==> config.mk <==
export PLATFORM = sky130hd
export DESIGN_NAME = bram_port_arb
export DESIGN_NICKNAME = d
export VERILOG_FILES = /design/src/rtl/bram_port_arb.sv
export SDC_FILE = /design/constraint.sdc
export NUM_CORES = 1
export LEC_CHECK = 0
export ABC_CLOCK_PERIOD_IN_PS = 3330
export CAP_MARGIN = 20
export CORE_ASPECT_RATIO = 0.6
export CORE_UTILIZATION = 24
export DETAILED_ROUTE_END_ITERATION = 10
export PLACE_DENSITY = 0.78
export SYNTH_ARGS = -nofsm -noshare
export SYNTH_HDL_FRONTEND = slang
export SYNTH_SLANG_ARGS = --single-unit
==> constraint.sdc <==
create_clock -name clk -period 3.33 [get_ports clk]
set_clock_uncertainty 0.05 [all_clocks]
set_input_delay 0.666 -clock clk [delete_from_list [all_inputs] [get_ports clk]]
set_output_delay 0.666 -clock clk [all_outputs]
set_load 0.1 [all_outputs]
==> src/rtl/bram_port_arb.sv <==
// Two-requester arbiter for one synchronous BRAM port, with bounded lock ownership.
// Define BRAM_ARB_RR_EN to resolve idle ties round-robin instead of fixed requester-0 priority.
module bram_port_arb #(
    parameter int unsigned MAX_LOCK = 8
) (
    input  logic        clk,
    input  logic        rst_n,
    input  logic        req0,
    input  logic        req1,
    input  logic        lock0,
    input  logic        lock1,
    input  logic        we0,
    input  logic        we1,
    input  logic [9:0]  addr0,
    input  logic [9:0]  addr1,
    input  logic [31:0] wd0,
    input  logic [31:0] wd1,
    output logic        ack0,
    output logic        ack1,
    output logic        rv0,
    output logic        rv1,
    output logic [31:0] rd,
    output logic        ram_en,
    output logic        ram_we,
    output logic [9:0]  ram_a,
    output logic [31:0] ram_wd,
    input  logic [31:0] ram_rd
);

    // state | meaning
    // IDLE  | no owner; ties resolved by priority rule
    // OWN0  | requester 0 holds the lock; requester 1 waits
    // OWN1  | requester 1 holds the lock; requester 0 waits
    typedef enum logic [1:0] {
        IDLE = 2'd0,
        OWN0 = 2'd1,
        OWN1 = 2'd2
    } state_t;

    localparam logic [7:0] MAX_LOCK_C = 8'(MAX_LOCK);

    state_t      state_q, state_d;
    logic [7:0]  lock_cnt_q, lock_cnt_d;
    logic        rv0_q, rv0_d;
    logic        rv1_q, rv1_d;
    logic        gnt0, gnt1;
    logic        tie_to1;

`ifdef BRAM_ARB_RR_EN
    logic        ptr_q, ptr_d;
    assign tie_to1 = ptr_q;
`else
    assign tie_to1 = 1'b0;
`endif

    always_comb begin
        gnt0       = 1'b0;
        gnt1       = 1'b0;
        state_d    = state_q;
        lock_cnt_d = lock_cnt_q;
`ifdef BRAM_ARB_RR_EN
        ptr_d      = ptr_q;
`endif
        case (state_q)
            IDLE: begin
                if (req0 && (!req1 || !tie_to1)) begin
                    gnt0 = 1'b1;
                end else if (req1) begin
                    gnt1 = 1'b1;
                end
                if (gnt0 && lock0) begin
                    state_d    = OWN0;
                    lock_cnt_d = 8'd1;
                end else if (gnt1 && lock1) begin
                    state_d    = OWN1;
                    lock_cnt_d = 8'd1;
                end
`ifdef BRAM_ARB_RR_EN
                if (gnt0) begin
                    ptr_d = 1'b1;
                end else if (gnt1) begin
                    ptr_d = 1'b0;
                end
`endif
            end
            OWN0: begin
                if (!req0) begin
                    state_d    = IDLE;
                    lock_cnt_d = 8'd0;
                end else if (lock_cnt_q >= MAX_LOCK_C && req1) begin
                    // Owner has used up its quota: the waiter gets this cycle.
                    gnt1 = 1'b1;
                    if (lock1) begin
                        state_d    = OWN1;
                        lock_cnt_d = 8'd1;
                    end else begin
                        state_d    = IDLE;
                        lock_cnt_d = 8'd0;
                    end
                end else begin
                    gnt0 = 1'b1;
                    if (!lock0) begin
                        state_d    = IDLE;
                        lock_cnt_d = 8'd0;
                    end else if (req1 && lock_cnt_q < MAX_LOCK_C) begin
                        lock_cnt_d = lock_cnt_q + 8'd1;
                    end
                end
            end
            OWN1: begin
                if (!req1) begin
                    state_d    = IDLE;
                    lock_cnt_d = 8'd0;
                end else if (lock_cnt_q >= MAX_LOCK_C && req0) begin
                    gnt0 = 1'b1;
                    if (lock0) begin
                        state_d    = OWN0;
                        lock_cnt_d = 8'd1;
                    end else begin
                        state_d    = IDLE;
                        lock_cnt_d = 8'd0;
                    end
                end else begin
                    gnt1 = 1'b1;
                    if (!lock1) begin
                        state_d    = IDLE;
                        lock_cnt_d = 8'd0;
                    end else if (req0 && lock_cnt_q < MAX_LOCK_C) begin
                        lock_cnt_d = lock_cnt_q + 8'd1;
                    end
                end
            end
            default: begin
                state_d    = IDLE;
                lock_cnt_d = 8'd0;
            end
        endcase
    end

    // Grants are masked by reset so nothing reaches the RAM while rst_n is low.
    assign ack0   = gnt0 & rst_n;
    assign ack1   = gnt1 & rst_n;
    assign ram_en = ack0 | ack1;

    always_comb begin
        ram_we = 1'b0;
        ram_a  = 10'd0;
        ram_wd = 32'd0;
        if (ack0) begin
            ram_we = we0;
            ram_a  = addr0;
            ram_wd = wd0;
        end else if (ack1) begin
            ram_we = we1;
            ram_a  = addr1;
            ram_wd = wd1;
        end
    end

    assign rv0_d = ack0 & ~we0;
    assign rv1_d = ack1 & ~we1;

    always_ff @(posedge clk or negedge rst_n) begin
        if (!rst_n) begin
            state_q    <= IDLE;
            lock_cnt_q <= 8'd0;
            rv0_q      <= 1'b0;
            rv1_q      <= 1'b0;
`ifdef BRAM_ARB_RR_EN
            ptr_q      <= 1'b0;
`endif
        end else begin
            state_q    <= state_d;
            lock_cnt_q <= lock_cnt_d;
            rv0_q      <= rv0_d;
            rv1_q      <= rv1_d;
`ifdef BRAM_ARB_RR_EN
            ptr_q      <= ptr_d;
`endif
        end
    end

    assign rv0 = rv0_q;
    assign rv1 = rv1_q;
    assign rd  = ram_rd;

endmodule
==> Word level (Yosys, flattened, before mapping) <==
Cells that the tools add are included.
W data, S select, Z words.
{ "totals": {"regBits": 12, "latch_bits": 0, "ramBits": 0, "rom_bits": 0, "input_bits": 124, "output_inout_bits": 80, "wordCells": 75, "memories": 0} }
{ "op_classes": {"addsub": 1, "n_mul": 0, "div_mod_pow": 0, "n_lt_le_gt_ge": 2, "n_eq_ne": 7, "shift": 0, "n_mux": 45, "bitwise_logic": 7, "n_reduce_logical": 9} }
{ "ops": {"columns": ["operator", "count"], "rows": [
  ["$mux W8", 10],
  ["$mux W32", 2],
  ["$pmux W8 S3", 1],
  ["$mux W10", 2],
  ["$mux W1", 18],
  ["$mux W2", 9],
  ["$ne A5 B5 Y1 const B", 2],
  ["$add A8 B1 Y8 const B", 1],
  ["$ge A8 B4 Y1 const B", 1],
  ["$lt A8 B4 Y1 const B", 1],
  ["$ne A4 B4 Y1 const B", 2],
  ["$logic_and A1 B1 Y1", 6],
  ["$pmux W1 S3", 2],
  ["$pmux W2 S3", 1],
  ["$reduce_and A3 Y1", 2],
  ["$and A1 B1 Y1", 4],
  ["$ne A3 B3 Y1 const B", 1],
  ["$eq A2 B1 Y1 const B", 1],
  ["$eq A2 B2 Y1 const B", 1],
  ["$logic_not A2 Y1", 1],
  ["$not A1 Y1", 2],
  ["$or A1 B1 Y1", 1]
]} }

==> Longest topological paths before layout <==
Gate-level depths: netlist of run 1.
{ "logic_depth": {"depth_word": 8, "depth_mapped": 7, "depth_no_buf": 5} }

==> Worst setup path before layout of run 1 <==
No wires, ideal clock.
{ "synth_timing": {"path_type": "flip-flop to output port", "start": "reg lock_cnt_q[4]", "end": "out ram_a[1]", "arrival_time_ps": 2754, "required_time_ps": 2614, "setup_slack_ps": -140, "stages_incl_launch_ff": 8, "path_buffers": 2, "path_cell_list": "dfrtp_1 -> or4_4 -> o31a_1 -> o22ai_1 -> and3_1 -> buf_4 -> buf_4 -> a22o_1"} }
{ "synth_between": {"elab_chain_len": 8, "elab_cells_between_ends": 17, "cone_classes": "1 x order compare; 12 x mux; 2 x bitwise; 2 x reduce/logical"} }
{ "synth_lines": {"columns": ["element", "line", "source"], "rows": [
  ["start, declared", "43", "logic [7:0] lock_cnt_q, lock_cnt_d;"],
  ["start signal, assigned", "174", "lock_cnt_q <= lock_cnt_d;"],
  ["$ge A8 B4 Y1 (*)", "90, 114", null],
  ["$logic_and A1 B1 Y1 (on tied branches)", "114, 90", null],
  ["$mux W1 (on tied branches)", "114, 90", null],
  ["$mux W1 (on tied branches)", "111, 87", null],
  ["$pmux W1 S3 (*)", "64", "case (state_q)"],
  ["$and A1 B1 Y1 (*)", "142", "assign ack1 = gnt1 & rst_n;"],
  ["via ack1", "19", "output logic ack1,"],
  ["$mux W10 (*)", "153", "end else if (ack1) begin"],
  ["$mux W10 (*)", "149", "if (ack0) begin"],
  ["end, declared", "25", "output logic [9:0] ram_a,"]
]} }
The timed path passes the listed nets; every way through them passes the cells marked *.

==> Final worst setup path of run 1 <==
{ "layout_timing": {"start": "reg lock_cnt_q[4]", "end": "out ram_wd[30]"} }
{ "layout_between": {"elab_chain_len": 8, "elab_cells_between_ends": 17, "cone_classes": "1 x order compare; 12 x mux; 2 x bitwise; 2 x reduce/logical"} }
{ "layout_lines": {"columns": ["element", "line", "source"], "rows": [
  ["$ge A8 B4 Y1 (*)", "90, 114", null],
  ["$logic_and A1 B1 Y1 (on tied branches)", "114, 90", null],
  ["$mux W1 (on tied branches)", "114, 90", null],
  ["$mux W1 (on tied branches)", "111, 87", null],
  ["$pmux W1 S3", "64", null],
  ["$and A1 B1 Y1", "142", null],
  ["$mux W32", "153", null],
  ["$mux W32 (*)", "149", null],
  ["end, declared", "26", "output logic [31:0] ram_wd,"]
]} }
Mark *: on every way between the ends. The rest lies on a longest branch, timed or not.

==> results of run 1 <==
==> layout by cell type (no fill, tap or decap), types with 2 or more instances in the layout <==
cell and count:
sky130_fd_sc_hd__and3_4 2, sky130_fd_sc_hd__and2_1 2, sky130_fd_sc_hd__o22ai_1 2, sky130_fd_sc_hd__and3_1 2, sky130_fd_sc_hd__nor2b_1 4, sky130_fd_sc_hd__a22o_4 2, sky130_fd_sc_hd__buf_12 48, sky130_fd_sc_hd__a41oi_1 4
sky130_fd_sc_hd__nand3b_1 2, sky130_fd_sc_hd__buf_4 12, sky130_fd_sc_hd__a21oi_1 2, sky130_fd_sc_hd__a22o_2 8, sky130_fd_sc_hd__nand3_1 3, sky130_fd_sc_hd__a22o_1 34, sky130_fd_sc_hd__dfrtp_1 12, sky130_fd_sc_hd__inv_1 5
sky130_fd_sc_hd__clkdlybuf4s50_1 91, sky130_fd_sc_hd__o21ai_0 2, sky130_fd_sc_hd__nor2_1 7, sky130_fd_sc_hd__clkbuf_8 4, sky130_fd_sc_hd__ha_1 2
==> worst min-delay path by stage <==
stage | from | slack [ns] | to
after floorplan | rst_n | 0.32 | lock_cnt_q[0]
after global placement | lock_cnt_q[7] | 0.45 | lock_cnt_q[7]
after detailed placement | lock_cnt_q[7] | 0.46 | lock_cnt_q[7]
after CTS | lock_cnt_q[7] | 0.47 | lock_cnt_q[7]
after global routing | lock_cnt_q[7] | 0.49 | lock_cnt_q[7]
final | lock_cnt_q[7] | 0.48 | lock_cnt_q[7]
==> routing by layer <==
layer  vias to the layer above  GRT usage  wire, µm
met5                         -          0         0
met4                         0     0.0476        80
met3                        12     0.0649       534
met2                       100      0.267      2750
met1                       770      0.225      2260
li1                        801          -         -
==> cells in the mapped netlist, drive strengths merged <==
cell type,n,area (µm²)
and3,4,25.0
o21ai,4,35.0
nand3,3,15.0
a21oi,2,10.0
or2,1,6.26
or4,1,11.3
clkbuf,1,3.75
buf,43,339
nand4,1,6.26
o221a,1,11.3
mux2,1,11.3
nor2b,4,25.0
a211oi,1,7.51
nand3b,2,15.0
a21o,1,7.51
a22o,44,385
mux2i,2,20.0
dfrtp,12,300
o22ai,2,12.5
o31a,1,8.76
a21boi,1,7.51
nand2,1,3.75
a2111oi,1,8.76
a32o,1,10.0
inv,5,18.8
a41oi,4,35.0
ha,2,25.0
a31oi,1,6.26
and2,2,12.5
and4b,1,10.0
nor2,7,26.3
nand2b,1,6.26
==> stage by stage <==
stage	utilization	setup slack, ns	std cells	cell area, µm²	hold slack, ns
floorplan	-	0.0987	158	1440	0.320
global placement	0.555	0.156	344	3140	0.447
detailed placement	0.555	0.0908	344	3140	0.462
CTS	0.567	0.00373	348	3200	0.472
global route	0.576	0.0124	350	3250	0.489
finish	0.576	0.115	350	3250	0.478
==> state kept, by name, summed over array words and instances, names as in the netlist <==
name        flops
rv0             1
lock_cnt_q      8
state_q         2
rv1             1
==> cell type report <==
class                      instances  share of cell area
timing repair buffer             152               0.607
multi-input combinational         97               0.248
sequential                        12              0.0923
tap                               80              0.0308
clock buffer                       4              0.0169
inverter                           5             0.00577
==> worst register-to-register path, stage by stage, from the launching register on <==
cell                      delay, ns
sky130_fd_sc_hd__dfrtp_1       0.40
sky130_fd_sc_hd__or4_4         0.59
sky130_fd_sc_hd__o31a_1        0.26
sky130_fd_sc_hd__o22ai_1       0.17
sky130_fd_sc_hd__and3_4        0.27
sky130_fd_sc_hd__buf_4         0.19
sky130_fd_sc_hd__nor2b_1       0.14
==> timing repair <==
item / in CTS / in global routing
buffers inserted: 0 / 2
pin swaps: 0 / 1
setup endpoints to repair: 21 / 38
hold buffers: 0 / 0
gates resized for setup: 3 / 6
==> logic make-up (layout without fill, tap and decap cells) <==
kind of cell,Yosys count,count (layout),synth area share
AO/OA/AOI/OAI,64,64,0.382
adder cells (fa/ha/maj),2,2,0.0175
buffers and inverters,49,161,0.254
flip-flops,12,12,0.211
multiplexers,3,3,0.0219
AND/OR/NAND/NOR,28,28,0.114
==> power by group <==
group,total [µW],switching (µW),internal [µW]
combinational,1350,814,541
clock,164,59.7,105
sequential,190,26.4,164
total,1710,900,809
==> results.env, run 1 <==
RESULT_OF_THE_RUN='finished, final reports clean'
TIMING.HOLD.WORST_PATH_DEPTH=2
LAYOUT-AREA-OVERHEAD-VS-SYNTH_PCT=128
MAX_SLEW_MARGIN=0.700
TIMING.SETUP.CRITICAL_PATH_CLASS='register to primary output'
P_PER_AREA_nW_PER_UM2=525
CPMAXSTAGEDELAYCELL='sky130_fd_sc_hd__or4_4'
HIGHEST_CLOCK_RATE_MHz=311
SYNTH_FP_NETS=284
STD_CELL_ROWS=21
NUMBER_OF_VIAS_AFTER_DETAILED_ROUTING=1683
GRT_USAGE=0.172
POST-ROUTE-MIN-PERIOD_NS=3.22
CP.DEPTH=7
FF_LATCH_AREA_UM2=300
CRIT_PATH_CELL_TRACE='or4_4 > o21ai_4 > mux2i_2 > and3_4 > buf_12 > a22o_1 > buf_12'
CP.BUFFERS_INVERTERS=2
GLOBAL_ROUTE_WIRE_LENGTH_BEFORE_REPAIR_MM=8.14
WORSTMARGINPINSLEW_NS=0.448
CLOCK_TREE.HTREE_LEVEL_COUNT=1
PERIOD_UTILIZATION=0.966
NETS=397
CTS_BUFFER_DEPTH=2
CRITPATHMOSTFREQUENTCELL='sky130_fd_sc_hd__buf_12'
NETLIST_INSTANCES=158
CRITICAL_PATH.STARTPOINT_TYPE='register'
WIRE_PER_INST_UM=16.1
TIMING.CRITICAL_PATH.TO_TYPE='primary output'
INITIAL_ANTENNA_VIOLATION_COUNT=0
MAXCAPVIOLCOUNT=0
DRTANTENNAVIOLNETS=0
SYN_AREA_PER_CELL_UM2=9.03
FILL_CELLS=475
WORST_R2R_PATH_DEPTH=6
ANTENNA_CELLS_INSERTED=0
NUMCLOCKSINKS=12
START_UTIL=0.252
TIMING.CRITICAL_PATH.MAX_DELAY_FAMILY='simple AND/OR/NAND/NOR gates'
DRCVIOLATIONCOUNT=0
SYNTH_CELL_TYPE_COUNT=36
DETAILEDROUTE.FIRSTPASSITERATIONCOUNT=4
GRT_PASS1_VIAS=1556
DESIGN.CORE.AREA_UM2=5650
DRT_FIRST_ITER_VIOLATIONS=92
CLOCK-ROOT-BUFFER='sky130_fd_sc_hd__clkbuf_8'
DP.FINAL_HPWL_MM=4.69
FP.DIEAREA_UM2=6270
REG2REG_SLACK_NS=1.19
NUMBER_OF_CLOCK_BUFFERS_INSERTED_BY_TRITONCTS=3
MULTI_INPUT_AREA_UM2=806
SYNTH_SEQ_CELLS=12
NUMPORTBUFFERS=139
YOSYS_WARNINGS=0
HOLD_CLASS='register to register'
RSZ0062_AT_GRT='false'
TOTALPOWERFINAL_uW=1710
POST_DRT_VIA_CELL_RATIO=4.81
DIE_H_UM=61.7
CTS.REPORTEDPATHS.CLKPINSLEW_NS=0.06
WORST_SETUP_PATH_STARTPOINT='lock_cnt_q[4]'
TOTAL_COUNT_OF_MAX_TRANSITION_VIOLATIONS_IN_THE_FINAL_REPORT=0
WORST_STAGE_DELAY_ON_THE_CRITICAL_PATH_NS=0.59
LEAKAGE_uW=0.00134
REG2REG_TO='rv1'
WORSTPATHMAXFANOUT=21
RR_STARTPOINT='lock_cnt_q[4]'
FINALWEIGHTEDCONGESTION=0.842
TRITONCTS='built'
CP_DATA_REQUIRED_TIME_NS=2.61
LAYOUT-DRIVE-GT1-SHARE=0.311
FIN_TNS_SETUP_NS=0
CLK_LATENCY_NS=0.24
SETUP_VIOL=0
OVERFLOW=0
DESIGN.PORTCOUNT=204
SEQ_AREA_FRAC_SYNTH=0.211
DIE_X_UM=102
DATA_ARRIVAL_TIME_OF_THE_WORST_PATH_NS=2.50
IR_WORST_VDD_mV=0.223
FINALWIRELENGTH_MM=5.62
GRT_START_MAX_NET_PINS=22
FINAL_HOLD_VIOLATIONS=0
SETUP.WORST_PATH.END='ram_wd[30]'
SYN-CELL-AREA_UM2=1430
Power figures use the tool's default switching activity.
==> run 2, diff against run 1 <==
--- a/config.mk
+++ b/config.mk
@@ -8,9 +8,11 @@
 export ABC_CLOCK_PERIOD_IN_PS = 3330
 export CAP_MARGIN = 20
 export CORE_ASPECT_RATIO = 0.6
+export CORE_MARGIN = 2
 export CORE_UTILIZATION = 24
 export DETAILED_ROUTE_END_ITERATION = 10
 export PLACE_DENSITY = 0.78
+export REMOVE_ABC_BUFFERS = 1
 export SYNTH_ARGS = -nofsm -noshare
 export SYNTH_HDL_FRONTEND = slang
 export SYNTH_SLANG_ARGS = --single-unit
==> run 2 against run 1 <==
Net effect: setup slack worse by 0.046 ns; first-iteration DRC count is 29% higher; final cell count is 0.86% lower; combinational power hardly changed; via count is 2.4% higher; sequential share of layout area is 0.054 points higher; global-route usage is 3.2 points higher; critical path depth stayed put; register-to-register slack worse by 0.08 ns; sequential cell count stayed put; worst hold slack worse by 0.011 ns; count of clock-buffer cells in the layout stayed put; critical endpoint is now ram_wd[18].
==> results.env, run 2 (synthesis results as in run 1) <==
NUMPORTBUFFERS=139
OVERFLOW=0
LAYOUT-AREA-OVERHEAD-VS-SYNTH_PCT=127
FINALWEIGHTEDCONGESTION=0.920
IR_WORST_VDD_mV=0.268
PERIOD_UTILIZATION=0.979
DESIGN.CORE.AREA_UM2=5650
CTS_BUFFER_DEPTH=2
ANTENNA_CELLS_INSERTED=0
WORST_STAGE_DELAY_ON_THE_CRITICAL_PATH_NS=0.59
DATA_ARRIVAL_TIME_OF_THE_WORST_PATH_NS=2.55
CRITICAL_PATH.STARTPOINT_TYPE='register'
START_UTIL=0.252
POST-ROUTE-WORST-SETUP-SLACK_NS=0.0689
GLOBAL_ROUTE_WIRE_LENGTH_BEFORE_REPAIR_MM=10.3
POST_PLACE_SETUP_SLACK_NS=0.187
LAYOUT_TOP_REGISTERS='lock_cnt_q (8), state_q (2)'
GRT_USAGE=0.203
CLOCK_TREE.HTREE_LEVEL_COUNT=1
REGISTERS.TOP_BY_FF_COUNT='lock_cnt_q'
LAYOUT-DRIVE-GT1-SHARE=0.270
DRCVIOLATIONCOUNT=0
NUMBER_OF_VIAS_AFTER_DETAILED_ROUTING=1723
TIMING.SETUP.CRITICAL_PATH_CLASS='register to primary output'
WORSTMARGINPINSLEW_NS=0.385
FIN_TNS_SETUP_NS=0
INITIAL_ANTENNA_VIOLATION_COUNT=0
POST-ROUTE-MIN-PERIOD_NS=3.26
SETUP_VIOL=0
HOLD_CLASS='register to register'
FINALWIRELENGTH_MM=7.07
NUMCLOCKSINKS=12
RSZ0062_AT_GRT='true'
NETS=394
CTS_HOLD_REPAIR.BUFFERS=0
CLK_LATENCY_NS=0.24
TIMING.CRITICAL_PATH.TO_TYPE='primary output'
LARGEST_REG_FLOPS=8
CRITPATHMOSTFREQUENTCELL='sky130_fd_sc_hd__buf_12'
CLOCK-ROOT-BUFFER='sky130_fd_sc_hd__clkbuf_8'
STD_CELL_ROWS=21
POST_DRT_VIA_CELL_RATIO=4.97
FINAL_CORE_UTIL=0.573
DP.FINAL_HPWL_MM=5.81
HIGHEST_CLOCK_RATE_MHz=307
CP_DATA_REQUIRED_TIME_NS=2.61
MAX_SLEW_MARGIN=0.736
DIE_H_UM=63.7
FINAL_HOLD_VIOLATIONS=0
DRT_FIRST_ITER_VIOLATIONS=119
FF_LATCH_AREA_UM2=300
MOST_COMMON_CELL_AFTER_LAYOUT_FILL_AND_TAPS_ASIDE='sky130_fd_sc_hd__clkdlybuf4s50_1'
FP.DIEAREA_UM2=6600
CPMAXSTAGEDELAYCELL='sky130_fd_sc_hd__or4_4'
DETAILEDROUTE.FIRSTPASSITERATIONCOUNT=4
RESULT_OF_THE_RUN='finished, final reports clean'
DESIGN.PORTCOUNT=204
CRIT_PATH_CELL_TRACE='or4_4 > o21ai_4 > mux2i_1 > and3_4 > buf_12 > a22o_1 > buf_12'
NUMBER_OF_CLOCK_BUFFERS_INSERTED_BY_TRITONCTS=3
GRT_START_MAX_NET_PINS=47
LEAKAGE_uW=0.00134
TOTAL_COUNT_OF_MAX_TRANSITION_VIOLATIONS_IN_THE_FINAL_REPORT=0
DRTANTENNAVIOLNETS=0
GRT_PASS1_VIAS=1847
WIRE_PER_INST_UM=20.4
P_PER_AREA_nW_PER_UM2=527
FINAL_CELL_MIX='sky130_fd_sc_hd__clkdlybuf4s50_1 (91), sky130_fd_sc_hd__buf_12 (48), sky130_fd_sc_hd__a22o_1 (41)'
CTS.REPORTEDPATHS.CLKPINSLEW_NS=0.05
TIMING.CRITICAL_PATH.MAX_DELAY_FAMILY='simple AND/OR/NAND/NOR gates'
TRITONCTS='built'
MULTI_INPUT_AREA_UM2=796
CP.BUFFERS_INVERTERS=2
WORSTPATHMAXFANOUT=23
FILL_CELLS=466
MAXCAPVIOLCOUNT=0
DIE_X_UM=104
## run 2: path summary, 6_finish.rpt
path	cells past startpoint	to	slack, ns	from
worst max-delay path	7	ram_wd[18]	0.07	lock_cnt_q[4]
worst min-delay path	2	lock_cnt_q[7]	0.47	lock_cnt_q[7]
worst max register to register	7	state_q[1]	1.11	lock_cnt_q[4]
worst min register to register	2	lock_cnt_q[7]	0.47	lock_cnt_q[7]
max in group asynchronous	2	rv0	2.27	rst_n
min in group asynchronous	1	state_q[1]	0.61	rst_n
## run 2: power breakdown
part	leakage, µW	internal (µW)	total [µW]	switching [µW]
combinational	0.00115	532	1360	825
clock	0.0000288	104	155	51.1
sequential	0.000162	164	190	26.6
total	0.00134	800	1700	903
## run 2: through the flow
stage | total power [µW] | hold slack (ns) | area (µm²) | cells
after global placement | 1520 | 0.442 | 3110 | 340
after floorplan | 965 | 0.320 | 1080 | 114
after CTS | 1690 | 0.475 | 3160 | 344
after global routing | 1760 | 0.506 | 3230 | 347
after detailed placement | 1530 | 0.465 | 3110 | 340
final | 1700 | 0.467 | 3230 | 347
## run 2: repair_timing
action | 4_1_cts | 5_1_grt
buffers inserted | 0 | 2
endpoints found under the setup margin | 0 | 44
resized for setup | 0 | 5
## run 2: routing by layer
| metal | GRT usage | vias up | share of wire |
|---|---|---|---|
| met4 | 0.0203 | 2 | 0.0088 |
| met3 | 0.144 | 8 | 0.14 |
| met1 | 0.233 | 813 | 0.38 |
| li1 | - | 790 | - |
| met2 | 0.316 | 110 | 0.47 |
| met5 | 0.0556 | - | 0.0051 |
## run 2: cell type report
cell class              count  share of cell area
repair buffers            149               0.607
multi-input cells          97               0.246
flip-flops and latches     12              0.0928
well taps                  80              0.0309
clock buffers               4              0.0170
inverters                   5             0.00580
## run 2: worst register-to-register path: cells and delay by family (launching register included)
kind	cells	cell delay [ns]
AND/OR/NAND/NOR	1	0.59
buffers and inverters	2	0.30
AO/OA/AOI/OAI	4	0.75
flip-flops	1	0.41
==> run 3, diff against run 2 <==
--- a/config.mk
+++ b/config.mk
@@ -5,13 +5,14 @@
 export SDC_FILE = /design/constraint.sdc
 export NUM_CORES = 1
 export LEC_CHECK = 0
+export ABC_AREA = 1
 export ABC_CLOCK_PERIOD_IN_PS = 3330
 export CAP_MARGIN = 20
 export CORE_ASPECT_RATIO = 0.6
 export CORE_MARGIN = 2
-export CORE_UTILIZATION = 24
+export CORE_UTILIZATION = 28
 export DETAILED_ROUTE_END_ITERATION = 10
-export PLACE_DENSITY = 0.78
+export PLACE_DENSITY = 0.8
 export REMOVE_ABC_BUFFERS = 1
 export SYNTH_ARGS = -nofsm -noshare
 export SYNTH_HDL_FRONTEND = slang
==> run 3 against run 2 <==
Net effect: critical path depth is 2 higher; combinational power grew 33%; die area up 5.4%; critical endpoint is now ram_a[9]; design area increased by 8.9%.
==> results.env, run 3 <==
TRITONCTS='built'
LAYOUT_TOP_REGISTERS='lock_cnt_q (8), state_q (2)'
SEQ_AREA_FRAC_SYNTH=0.171
MAXCAPVIOLCOUNT=0
SYNTH_AREA_LEADER_CELL='sky130_fd_sc_hd__o21ai_2'
PLACED_CELLS=469
TIMING.HOLD.WORST_PATH_DEPTH=2
P_PER_AREA_nW_PER_UM2=615
SYNTH.TOP_CELL.AREA_SHARE=0.184
RR_STARTPOINT='lock_cnt_q[7]'
CLK_LATENCY_NS=0.24
CRIT_PATH_CELL_TRACE='clkdlybuf4s50_1 > inv_2 > nor2_1 > nand2_1 > nand2_2 > nand3_4 > buf_4 > o21ai_0 > buf_12'
WORSTPATHMAXFANOUT=12
FIN_TNS_SETUP_NS=0
DIE_H_UM=65.4
TIMING.SETUP.CRITICAL_PATH_CLASS='primary input to primary output'
DP.FINAL_HPWL_MM=6.45
DRTANTENNAVIOLNETS=0
NUMBER_OF_CLOCK_BUFFERS_INSERTED_BY_TRITONCTS=3
FINALWIRELENGTH_MM=7.57
WIRE_PER_INST_UM=16.0
DRCVIOLATIONCOUNT=0
DESIGN.PORTCOUNT=204
TIMING.CRITICAL_PATH.MAX_DELAY_FAMILY='buffers and inverters'
RESULT_OF_THE_RUN='finished, final reports clean'
TOTALPOWERFINAL_uW=2170
SYN-CELL-AREA_UM2=1760
DESIGN.CORE.AREA_UM2=6080
NUMBER_OF_VIAS_AFTER_DETAILED_ROUTING=2098
FINAL_HOLD_VIOLATIONS=0
GRT_UTIL_MET1=0.257
HOLD_PATH_STARTPOINT='lock_cnt_q[7]'
NETLIST_INSTANCES=276
POST_SYNTH_MAIN_AREA_CONTRIBUTORS='sky130_fd_sc_hd__o21ai_2 (18%), sky130_fd_sc_hd__dfrtp_1 (17%), sky130_fd_sc_hd__nand2_1 (15%)'
DRT_FIRST_ITER_VIOLATIONS=88
LARGEST_REG_FLOPS=8
GRTUSAGEMET3=0.100
GRT_PASS1_VIAS=1985
CP_DATA_REQUIRED_TIME_NS=2.61
CP.BUFFERS_INVERTERS=4
CLOCK-ROOT-BUFFER='sky130_fd_sc_hd__clkbuf_8'
LAYOUT-AREA-OVERHEAD-VS-SYNTH_PCT=100
START_UTIL=0.289
FINALWEIGHTEDCONGESTION=0.848
SYNTH_COMMON_CELLS='sky130_fd_sc_hd__nand2_1 (69), sky130_fd_sc_hd__inv_1 (61), sky130_fd_sc_hd__o21ai_2 (37)'
IR_WORST_VDD_mV=0.284
TIMING.CRITICAL_PATH.TO_TYPE='primary output'
FINAL.HOLD.WORST_SLACK_NS=0.444
GRT_USAGE=0.206
FP.DIEAREA_UM2=6950
FINAL_CELL_MIX='sky130_fd_sc_hd__clkdlybuf4s50_1 (91), sky130_fd_sc_hd__nand2_1 (69), sky130_fd_sc_hd__inv_1 (61)'
MAX_SLEW_MARGIN=0.733
REGISTERS.TOP_BY_FF_COUNT='lock_cnt_q'
DATA_ARRIVAL_TIME_OF_THE_WORST_PATH_NS=2.51
GRTUSAGEMET2=0.320
WORST_R2R_PATH_DEPTH=8
NUMPORTBUFFERS=139
LAYOUT-DRIVE-GT1-SHARE=0.293
REG2REG_SLACK_NS=1.77
GLOBAL_ROUTE_WIRE_LENGTH_BEFORE_REPAIR_MM=11.1
HOLD_CLASS='register to register'
REG2REG_TO='rv1'
LAYOUTNONFILLERINSTCOUNT=473
PERIOD_UTILIZATION=0.968
SYNTH_CELL_TYPE_COUNT=19
DETAILEDROUTE.FIRSTPASSITERATIONCOUNT=4
SYNTH.MOST_COMMON_CELL='sky130_fd_sc_hd__nand2_1'
ANTENNA_CELLS_INSERTED=0
CRITICAL_PATH.STARTPOINT_TYPE='primary input'
WORSTMARGINPINSLEW_NS=0.396
GRT_START_MAX_NET_PINS=45
CTS_HOLD_REPAIR.BUFFERS=0
CTS.REPORTEDPATHS.CLKPINSLEW_NS=0.06
STD_CELL_ROWS=22
SYN_AREA_PER_CELL_UM2=6.37
POSTSYNTH.ASYNCRESETSHARE=1.00
WORSTHOLDENDPOINT='lock_cnt_q[7]'
HIGHEST_CLOCK_RATE_MHz=310
CTS_RESIZED=0
CPMAXSTAGEDELAYCELL='sky130_fd_sc_hd__clkdlybuf4s50_1'
SYNTH_SEQ_CELLS=12
SETUP_VIOL=0
YOSYS_WARNINGS=0
DIE_X_UM=106
SYNTH-MAIN-FF-CELL='sky130_fd_sc_hd__dfrtp_1'
POST-ROUTE-MIN-PERIOD_NS=3.23
POST_DRT_VIA_CELL_RATIO=4.44
OVERFLOW=0
SYNTH-EDFF-COUNT=0
NUMCLOCKSINKS=12
INITIAL_ANTENNA_VIOLATION_COUNT=0
MOST_COMMON_CELL_AFTER_LAYOUT_FILL_AND_TAPS_ASIDE='sky130_fd_sc_hd__clkdlybuf4s50_1'
CTS.REPAIR_TIMING.SETUP_BUFFER_COUNT=0
CLOCK_TREE.HTREE_LEVEL_COUNT=1
CTS_BUFFER_DEPTH=2
NETS=516
LEAKAGE_uW=0.00168
TOTAL_COUNT_OF_MAX_TRANSITION_VIOLATIONS_IN_THE_FINAL_REPORT=0
WORST_STAGE_DELAY_ON_THE_CRITICAL_PATH_NS=0.54
BUSIEST_LAYER='met2'
RSZ0062_AT_GRT='false'
[run 3: cells by family (layout without fill, tap and decap cells)]
family | Yosys count | after routing | share of synthesized area
buf+inv | 107 | 220 | 0.331
fa+ha+maj | 2 | 2 | 0.0142
simple gates | 107 | 107 | 0.265
compound gates | 48 | 48 | 0.219
flops | 12 | 12 | 0.171
[run 3: worst max path at each step]
stage          startpoint        end  slack [ns]  cells after the start
2_1_floorplan        req0   ram_a[9]       -1.07                      6
3_3_place_gp         req0  ram_wd[0]        0.19                      9
3_5_place_dp         req1   ram_a[9]         0.1                      9
4_1_cts              req1   ram_a[9]        0.09                      9
5_1_grt              req1   ram_a[9]      0.0005                      9
6_report             req1   ram_a[9]        0.10                      9
[run 3: layer usage]
| layer | vias up | part of all wire |
|---|---|---|
| met2 | 113 | 0.46 |
| li1 | 1020 | - |
| met5 | - | 0.0036 |
| met1 | 951 | 0.40 |
| met4 | 2 | 0.016 |
| met3 | 12 | 0.12 |
[run 3: worst register-to-register path, cell delays in order (launching register included)]
cell                      delay (ns)
sky130_fd_sc_hd__dfrtp_1        0.37
sky130_fd_sc_hd__nor2_1         0.15
sky130_fd_sc_hd__nand3_2        0.16
sky130_fd_sc_hd__nand2_2        0.13
sky130_fd_sc_hd__nand2_1        0.08
sky130_fd_sc_hd__nand2_2        0.08
sky130_fd_sc_hd__nand3_4        0.16
sky130_fd_sc_hd__buf_4          0.22
sky130_fd_sc_hd__nor2_2         0.09
[run 3: cell type report]
class                      count  area [µm²]
clock buffer                   4        55.1
fill                         516        2560
inverter                      67         251
multi-input combinational    157         876
sequential                    12         300
tap                           84         105
timing repair buffer         149        1930
[run 3: power breakdown]
part           total [µW]  switching (µW)  leakage [µW]  internal, µW
logic                1810            1180       0.00149           629
clock network         161            56.6     0.0000288           105
registers             193            25.4      0.000162           167
total                2170            1270       0.00168           901
[run 3: stage by stage]
stage,instance area (µm²),util,worst slack (ns)
3_3_place_gp,3470,0.570,0.186
6_report,3520,0.579,0.105
3_5_place_dp,3470,0.570,0.0950
4_1_cts,3520,0.579,0.0913
2_1_floorplan,1430,-,-1.07
5_1_grt,3520,0.579,0.000469
